File: src/rtl/sample_packer_pkg.sv
// Shared types and constants for the sample packer: word/sample widths,
// FSM state and word-index enums, the stored pair layout, and the word
// selector used to slice a stored pair into output words.
package sample_packer_pkg;

    localparam int WORD_W   = 16;
    localparam int SAMPLE_W = 32;
    localparam int PAIR_W   = 2 * SAMPLE_W;

    typedef enum logic {
        IDLE,
        SEND
    } state_t;

    typedef enum logic [1:0] {
        LOW_HI,
        LOW_LO,
        HIGH_HI,
        HIGH_LO
    } word_idx_t;

    typedef struct packed {
        logic [SAMPLE_W-1:0] low_pass;
        logic [SAMPLE_W-1:0] high_pass;
    } pair_t;

    // Pick one 16-bit word out of a stored pair; bits pass through untouched.
    function automatic logic [WORD_W-1:0] select_word(input pair_t p, input word_idx_t idx);
        logic [WORD_W-1:0] w;
        case (idx)
            LOW_HI:  w = p.low_pass[SAMPLE_W-1:WORD_W];
            LOW_LO:  w = p.low_pass[WORD_W-1:0];
            HIGH_HI: w = p.high_pass[SAMPLE_W-1:WORD_W];
            default: w = p.high_pass[WORD_W-1:0];
        endcase
        return w;
    endfunction

endpackage

File: src/rtl/sample_packer_if.sv
// Sample-pair input and word-stream output of the packer in one bundle.
// master: the filter/consumer side (drives samples and out_ready).
// slave: the packer side (drives the word stream).
interface sample_packer_if;
    import sample_packer_pkg::*;

    logic                sample_valid;
    logic [SAMPLE_W-1:0] low_pass;
    logic [SAMPLE_W-1:0] high_pass;
    logic                out_valid;
    logic                out_ready;
    logic [WORD_W-1:0]   out_data;
    logic [1:0]          out_index;
    logic                out_last;

    modport master (
        output sample_valid, low_pass, high_pass, out_ready,
        input  out_valid, out_data, out_index, out_last
    );

    modport slave (
        input  sample_valid, low_pass, high_pass, out_ready,
        output out_valid, out_data, out_index, out_last
    );

endinterface

File: src/rtl/sync_fifo.sv
// Single-clock FIFO with show-ahead read data (head visible combinationally).
// Latency: a push at edge N is visible on rdata/count right after edge N.
// Backpressure: push ignored when full unless a pop happens the same cycle.
module sync_fifo #(
    parameter  int WIDTH = 64,
    parameter  int DEPTH = 4,
    localparam int AW    = $clog2(DEPTH),
    localparam int CW    = AW + 1
) (
    input  logic             clk,
    input  logic             rst,
    input  logic             push,
    input  logic [WIDTH-1:0] wdata,
    input  logic             pop,
    output logic [WIDTH-1:0] rdata,
    output logic             full,
    output logic             empty,
    output logic [CW-1:0]    count
);

    logic [WIDTH-1:0] mem [DEPTH];
    logic [AW-1:0]    wptr;
    logic [AW-1:0]    rptr;
    logic             do_push;
    logic             do_pop;

    // A full FIFO can still take a word when the head leaves in the same cycle.
    assign do_pop  = pop && !empty;
    assign do_push = push && (!full || do_pop);

    assign full  = (count == CW'(DEPTH));
    assign empty = (count == '0);
    assign rdata = mem[rptr];

    // Storage array; contents need no reset since count gates visibility.
    always_ff @(posedge clk) begin
        if (do_push) begin
            mem[wptr] <= wdata;
        end
    end

    // Pointers wrap naturally because DEPTH is a power of two.
    always_ff @(posedge clk) begin
        if (rst) begin
            wptr  <= '0;
            rptr  <= '0;
            count <= '0;
        end else begin
            if (do_push) begin
                wptr <= wptr + AW'(1);
            end
            if (do_pop) begin
                rptr <= rptr + AW'(1);
            end
            case ({do_push, do_pop})
                2'b10:   count <= count + CW'(1);
                2'b01:   count <= count - CW'(1);
                default: count <= count;
            endcase
        end
    end

endmodule

File: src/rtl/sample_packer.sv
// Buffers 64-bit low/high sample pairs and emits each as four 16-bit words.
// Latency: pair written into an empty FIFO at edge N shows word 0 after N+1.
// Backpressure: words hold under out_ready=0; pairs arriving while full drop.
module sample_packer
    import sample_packer_pkg::*;
#(
    parameter  int DEPTH = 4,
    localparam int LW    = $clog2(DEPTH) + 1
) (
    input  logic               clk,
    input  logic               rst,
    sample_packer_if.slave     bus,
    output logic [LW-1:0]      level,
    output logic               overflow,
    output logic [7:0]         drop_count
);

    state_t     state;
    state_t     state_nxt;
    word_idx_t  idx;
    pair_t      wr_pair;
    pair_t      head;
    logic [PAIR_W-1:0] head_raw;
    logic       fifo_full;
    logic       fifo_empty;
    logic       xfer;
    logic       pop;
    logic       push;
    logic       drop;

    // The filter cannot be stalled, so a pair is either stored or counted as dropped.
    assign wr_pair = '{low_pass: bus.low_pass, high_pass: bus.high_pass};
    assign xfer    = bus.out_valid && bus.out_ready;
    assign pop     = xfer && (idx == HIGH_LO);
    assign push    = bus.sample_valid && !rst && (!fifo_full || pop);
    assign drop    = bus.sample_valid && !rst && fifo_full && !pop;
    assign head    = pair_t'(head_raw);

    sync_fifo #(
        .WIDTH (PAIR_W),
        .DEPTH (DEPTH)
    ) u_fifo (
        .clk   (clk),
        .rst   (rst),
        .push  (push),
        .wdata (wr_pair),
        .pop   (pop),
        .rdata (head_raw),
        .full  (fifo_full),
        .empty (fifo_empty),
        .count (level)
    );

    // FSM state register.
    always_ff @(posedge clk) begin
        if (rst) begin
            state <= IDLE;
        end else begin
            state <= state_nxt;
        end
    end

    // Next state: leave SEND only when the last stored pair finishes and nothing replaces it.
    always_comb begin
        state_nxt = state;
        case (state)
            IDLE: begin
                if (!fifo_empty) begin
                    state_nxt = SEND;
                end
            end
            SEND: begin
                if (pop && (level == LW'(1)) && !push) begin
                    state_nxt = IDLE;
                end
            end
            default: state_nxt = IDLE;
        endcase
    end

    // Outputs: word data is zeroed whenever nothing valid is presented.
    always_comb begin
        bus.out_valid = 1'b0;
        bus.out_data  = '0;
        bus.out_last  = 1'b0;
        bus.out_index = idx;
        if (state == SEND) begin
            bus.out_valid = 1'b1;
            bus.out_data  = select_word(head, idx);
            bus.out_last  = (idx == HIGH_LO);
        end
    end

    // Word index advances only on an accepted word, wrapping 3 -> 0.
    always_ff @(posedge clk) begin
        if (rst) begin
            idx <= LOW_HI;
        end else if (xfer) begin
            idx <= word_idx_t'(idx + 2'd1);
        end
    end

    // Sticky overflow flag and saturating count of discarded pairs.
    always_ff @(posedge clk) begin
        if (rst) begin
            overflow   <= 1'b0;
            drop_count <= '0;
        end else if (drop) begin
            overflow <= 1'b1;
            if (drop_count != 8'hFF) begin
                drop_count <= drop_count + 8'd1;
            end
        end
    end

endmodule
File: src/flat_wrapper.sv
// flat-port wrapper written by rule: the top's interface ports become plain ports
module sample_packer_flat import sample_packer_pkg::*;
#(
    parameter  int DEPTH = 4,
    localparam int LW    = $clog2(DEPTH) + 1
)
  (clk, rst, level, overflow, drop_count, bus_sample_valid, bus_low_pass, bus_high_pass, bus_out_ready, bus_out_valid, bus_out_data, bus_out_index, bus_out_last);
  sample_packer_if bus_i ();
  input  logic clk;
  input  logic rst;
  output logic [LW-1:0] level;
  output logic overflow;
  output logic [7:0] drop_count;
  input wire logic [$bits(bus_i.sample_valid)-1:0] bus_sample_valid;
  input wire logic [$bits(bus_i.low_pass)-1:0] bus_low_pass;
  input wire logic [$bits(bus_i.high_pass)-1:0] bus_high_pass;
  input wire logic [$bits(bus_i.out_ready)-1:0] bus_out_ready;
  output wire logic [$bits(bus_i.out_valid)-1:0] bus_out_valid;
  output wire logic [$bits(bus_i.out_data)-1:0] bus_out_data;
  output wire logic [$bits(bus_i.out_index)-1:0] bus_out_index;
  output wire logic [$bits(bus_i.out_last)-1:0] bus_out_last;
  assign bus_i.sample_valid = bus_sample_valid;
  assign bus_i.low_pass = bus_low_pass;
  assign bus_i.high_pass = bus_high_pass;
  assign bus_i.out_ready = bus_out_ready;
  assign bus_out_valid = bus_i.out_valid;
  assign bus_out_data = bus_i.out_data;
  assign bus_out_index = bus_i.out_index;
  assign bus_out_last = bus_i.out_last;
  sample_packer #(.DEPTH(DEPTH)) u_core (.clk(clk), .rst(rst), .bus(bus_i), .level(level), .overflow(overflow), .drop_count(drop_count));
endmodule
File: config.mk
export PLATFORM = sky130hd
export DESIGN_NAME = sample_packer_flat
export DESIGN_NICKNAME = d
export VERILOG_FILES = /design/src/rtl/sample_packer_pkg.sv /design/src/rtl/sample_packer_if.sv /design/src/rtl/sync_fifo.sv /design/src/rtl/sample_packer.sv /design/src/flat_wrapper.sv
export SDC_FILE = /design/constraint.sdc
export NUM_CORES = 1
export LEC_CHECK = 0
export BUFFER_PORTS_ARGS = -buffer_cell sky130_fd_sc_hd__buf_2
export CORE_MARGIN = 2
export CORE_UTILIZATION = 63
export CTS_BUF_LIST = sky130_fd_sc_hd__clkbuf_8 sky130_fd_sc_hd__clkbuf_16
export DETAILED_ROUTE_END_ITERATION = 10
export GPL_TIMING_DRIVEN = 1
export PLACE_DENSITY = 0.95
export SYNTH_ARGS = -nofsm -noshare
export SYNTH_HDL_FRONTEND = slang
export SYNTH_SLANG_ARGS = --single-unit
File: constraint.sdc
create_clock -name clk -period 9.5 [get_ports clk]
set_input_delay 1.425 -clock clk [delete_from_list [all_inputs] [get_ports clk]]
set_output_delay 1.425 -clock clk [all_outputs]
set_load 0.005 [all_outputs]
[Word level (Yosys, flattened, before mapping)]
Memory sizes are Yosys's and may differ from the RTL's. A register that Yosys moved wholly into a read port is not among the register bits.
Cells that the tools add are included.
Storage, ports and cells
  flip-flop bits (word level): 19
  input port bits: 68
  bits in writable memories: 256
  memories kept: 1
  output and inout bits: 32
Memory list
  u_core.u_fifo.mem: depth 4, width 64, read ports 1, clocked after memory_dff 1, write ports 1, RTL line sync_fifo.sv:21  | logic [WIDTH-1:0] mem [DEPTH];
Cells by class
  multiplexer cells: 12
  bitwise operators: 1
  reductions and logical operators: 21
  add/sub/neg operators: 6
  eq/ne operators: 8
Operators by type and width (number)
  case mux 16 bit (3 select lines): 1
  two-way mux 16 bit: 1
  logical AND 1 bit: 10
  adder 8 x 1 -> 8 bit, second input constant: 1
  != test 8 bit, second input constant: 1
  adder 2 x 1 -> 2 bit, second input constant: 3
  equality test 2 bit, second input constant: 3
  two-way mux 1 bit: 6
  case mux 3 bit (2 select lines): 1
  zero test 1 bit: 5
  equality test 2 x 1 -> 1 bit, second input constant: 2
  two-way mux 2 bit: 2
  adder 3 x 1 -> 3 bit, second input constant: 1
  equality test 3 x 1 -> 1 bit, second input constant: 1
  equality test 3 bit, second input constant: 1
  zero test 3 bit: 1
  subtractor 3 x 1 -> 3 bit, second input constant: 1
  zero test 2 bit: 1
  logical OR 1 bit: 2
  case mux 1 bit (2 select lines): 1
  AND reduction 2 bit: 1
  nonzero test 2 bit: 1
  NOT 1 bit: 1

[Depth between registers and ports, before layout]
  word-level depth: 9
  gate-level depth with buffers: 9

[Modules after synthesis]
Synthesis repeated with hierarchy kept, for this count alone.
Unflattened totals
  cell total of the unflattened synthesis: 533
  area total of the unflattened synthesis: 10825.4 um^2
By module, submodules not included
  sync_fifo: cells each 388, seq. area each 7867.5 um^2, area an instance 9795.6 um^2, instances 1
  sample_packer: cells each 145, seq. area each 240.2 um^2, area an instance 1029.7 um^2, instances 1

[Worst setup path after synthesis]
OpenSTA, ideal clock, no wires.
  kind: input to register
  start: input port bus_out_ready
  end: memory u_core.u_fifo.mem[0][0] (enable)
  required time: 9.071 ns
  data arrival time: 3.488 ns
  setup slack: 5.583 ns
  setup time: 0.429 ns
  cell stages on the path: 4
  path through: and3_1 buf_6 o211a_1 and2_1
On the way
  longest elaborated chain between the ends: 7
  elaborated cells between the ends (all ways): 9
  those cells by class: mux (2); reduce/logical (7)
Ends and longest elaborated chain
  start: declaration: RTL line flat_wrapper.sv:17  | input wire logic [$bits(bus_i.out_ready)-1:0] bus_out_ready;
  logical AND 1 bit *: RTL line sample_packer.sv:33  | assign xfer = bus.out_valid && bus.out_ready;
  logical AND 1 bit *: RTL line sample_packer.sv:34  | assign pop = xfer && (idx == HIGH_LO);
  logical OR 1 bit or logical AND 1 bit (tied branches): RTL line sample_packer.sv:35, sync_fifo.sv:28
  logical AND 1 bit or logical OR 1 bit (tied branches): RTL line sample_packer.sv:35, sync_fifo.sv:29
  logical AND 1 bit *: RTL line sync_fifo.sv:29  | assign do_push = push && (!full || do_pop);
  two-way mux 1 bit *: RTL line sync_fifo.sv:37  | if (do_push) begin
  two-way mux 1 bit (implied by the code) *: RTL line sync_fifo.sv:38  | mem[wptr] <= wdata;
  end: declaration: RTL line sync_fifo.sv:21
Every way passes the cells marked *; elsewhere a longest branch is shown, timed or not.

==> impl_metrics.ini <==
[cts]
clockBufferDepth = 3
cts_tree = yes
clkLatencyLatePin_ns = 0.52
path_clk_slew_ns = 0.07
ctsResizeCount = 0
cts.sinks = 277
cts_root_buf = clkbuf_16
post_cts_buffers = 0
numCtsBuffers = 27
ctsHoldBuffers = 0
htreeDepth = 1

[critical_path]
crit_fanout = 39
criticalPathCategory = register to output pin
crit_chain = buf_4, nand2_1, o22ai_1, a211oi_1, a21oi_1, buf_2
critPathBufInv = 2
critPathArrivalTime_ns = 3.11
cp_slowest_cell = nand2_1
critical-path-top-delay-family = compound AO/OA/AOI/OAI gates
end_kind = output pin
max_stage_delay_ns = 0.72
startpoint_type = register
cp.required_ns = 8.08

[power]
ir_worst_vdd_uv = 209
finalPower_mw = 2.46
leakagePower_nw = 4.04
power_density_mw_per_mm2 = 200

[drt]
wl_mm = 24.0
antenna_left = 0
via_per_inst = 6.55
vias = 6428
dr.pass1.iters = 5
drc = 0
drtIter0Drc = 712
wl_per_cell_microns = 24.5

[yosys]
ys_seq_elements = 277
synthSimpleGateAreaFrac_pct = 3.69
synthTopCellsByArea = edfxtp_1 71%, mux2i_1 7.5%, dfxtp_1 3.9%, mux4_2 3.5%, o22ai_1 1.8%
synth_seq_area_share_pct = 74.9
synth_top_family_by_area = multiplexers
synthMuxAreaShare_pct = 11.0
ys_warn_count = 0
synth_compound_area_share_pct = 6.09
synth_area_sq_mm = 0.0108
yosysUniqueCellTypes = 39
synth_top_area_share_pct = 71.0
syn_avg_cell_area_sq_um = 16.9
synth_fa_ha_area_share_pct = 1.73
yosys.area.top_type = edfxtp_1
syn_nets = 722
yosys.area_share.xor_xnor_pct = 0.566
syn-instance-count = 639

[cells_and_area]
final_cells = 982
final_nets = 824
seqCellArea_sq_mm = 0.00811
fin_util_pct = 73.6
area_delta_synth_final_pct = 13.6
multi_input_area_sq_mm = 0.00251
drive_above_1_share_pct = 21.7
fill_cells = 920

[place]
place_inst = 932
place_hpwl_mm = 13.7
port_buffers = 99
gp_congestion = 0.816

[floorplan]
ios = 100
core-area_sq_mm = 0.0167
die_area_sq_mm = 0.0182
die_y_microns = 135
num_rows = 47
start_util_pct = 64.8
die_width_microns = 135

[timing]
finalSetupViolCount = 0
finClkSkew_ns = 0.0123
slew_violations = 0
period_needed_ns = 4.53
max_freq_ghz = 0.221
relSlewSlack_pct = 35.0
worst_slew_pin_slew_ns = 0.976
rsz0062_at_grt = no
hold_viol_final = 0
finalCritPeriodShare_pct = 47.7
tns_ns = 0

[run_status]
outcome = complete, no violations

[worst_hold_path]
hp-class = register to register

[grt]
grt_pass1_vias = 6455
grt_remaining_overflow = 0
grtUsageTotal_pct = 26.5
grt_max_degree = 65
antenna_found_initial = 1
grt_first_pass_wirelength_mm = 35.9

[run]
cap_violations = 0
[flip-flops by register name, summed over array words and instances (netlist names), named ones only]
name,flops
u_core.u_fifo.mem,256
u_core.overflow,1
u_core.u_fifo.count,3
u_core.bus.out_index,2
u_core.u_fifo.wptr,2
u_core.state,1
u_core.u_fifo.rptr,2
u_core.drop_count,8
[worst min-delay path, stage by stage, from the launching register on]
cell     delay [ns]
dfxtp_1        0.36
nor2_1         0.07
nor2_1         0.07
[stage by stage]
| stage | area, sq um | hold slack (ns) | setup slack [ns] |
|---|---|---|---|
| floorplan | 10800 | 0.465 | 5.58 |
| finish | 12300 | 0.533 | 4.97 |
| global placement | 11500 | 0.447 | 5.71 |
| detailed placement | 11500 | 0.496 | 5.60 |
| global route | 12300 | 0.544 | 4.81 |
| CTS | 12300 | 0.510 | 4.98 |
[routing by layer]
layer	vias up	share of wire [%]	global-route usage [%]	routed length (microns)
met3	76	9.8	4.58	2360
met2	461	52	46.2	12500
met4	2	3.3	10.6	791
met1	3173	35	33.5	8420
met5	-	0.046	0	11
li1	2716	-	-	-
[path summary, 6_finish.rpt]
check	from	endpoint	slack, ns	cells after the start
min reg2reg	u_core.overflow$_SDFFE_PP0P_	u_core.overflow$_SDFFE_PP0P_	0.53	2
max reg2reg	u_core.state$_SDFF_PP0_	u_core.u_fifo.mem[0][38]$_DFFE_PP_	6.47	4
min	u_core.overflow$_SDFFE_PP0P_	u_core.overflow$_SDFFE_PP0P_	0.53	2
max	register	bus_out_data[12]	4.97	6
[kinds of logic after synthesis]
| family | after synthesis |
|---|---|
| AOI/OAI and AO/OA | 113 |
| xor gates and xnor gates | 7 |
| adders and majority gates | 15 |
| buffers and inverters | 44 |
| DFF | 277 |
| muxes | 98 |
| and+or+nand+nor | 85 |
[cell usage after synthesis]
library cell and n:
o211a_1 1, ha_1 15, nor4_1 2, o211ai_1 1, a31oi_1 14, o31ai_1 2, nand4_1 1, xor2_1 4
mux4_2 17, buf_6 2, a311oi_1 1, a211o_1 1, nand3_1 7, and3b_1 1, buf_2 12, o22ai_1 32
and2_1 6, buf_4 5, a21oi_1 35, nor3_1 2, and4_1 1, nor3b_2 1, buf_1 2, a211oi_1 4
nand2b_1 3, mux2i_1 81, nand4b_1 1, nor2_1 45, and3_1 3, o21a_1 1, nand2_1 9, a221oi_1 1
or3_1 3, inv_1 11, edfxtp_1 256, clkbuf_1 12, o21ai_0 20, xnor2_1 3, dfxtp_1 21
[layout make-up]
type / count / share of cell area [%]
Sequential cell: 277 / 66.0
Antenna cell: 1 / 0.0204
Multi-Input combinational cell: 318 / 20.4
Timing Repair Buffer: 106 / 4.46
Inverter: 11 / 0.336
Clock buffer: 27 / 5.50
Tap cell: 220 / 2.24
Clock inverter: 22 / 1.05
[cells in the final DEF (no fill, tap or decap), types with 3 or more instances in the layout]
cell / n
and3_1: 3
and2_2: 4
nor2_1: 45
xor2_1: 4
mux4_2: 17
ha_1: 15
o22ai_1: 32
mux2i_1: 81
a211oi_1: 4
edfxtp_1: 256
clkinv_1: 10
o21ai_0: 20
or3_1: 3
buf_2: 99
nand2_1: 9
nand2b_1: 3
xnor2_1: 3
clkbuf_16: 27
clkinv_2: 4
nand3_1: 7
buf_4: 7
inv_1: 15
a21oi_1: 35
a31oi_1: 14
dfxtp_1: 19
[where the power goes]
part	internal, mW	total (mW)	leakage, nW	switching [mW]
clock	0.543	0.969	0.406	0.426
sequential	1.37	1.38	2.50	0.0132
combinational	0.0379	0.111	1.14	0.0726
(Power assumes the default switching activity.)
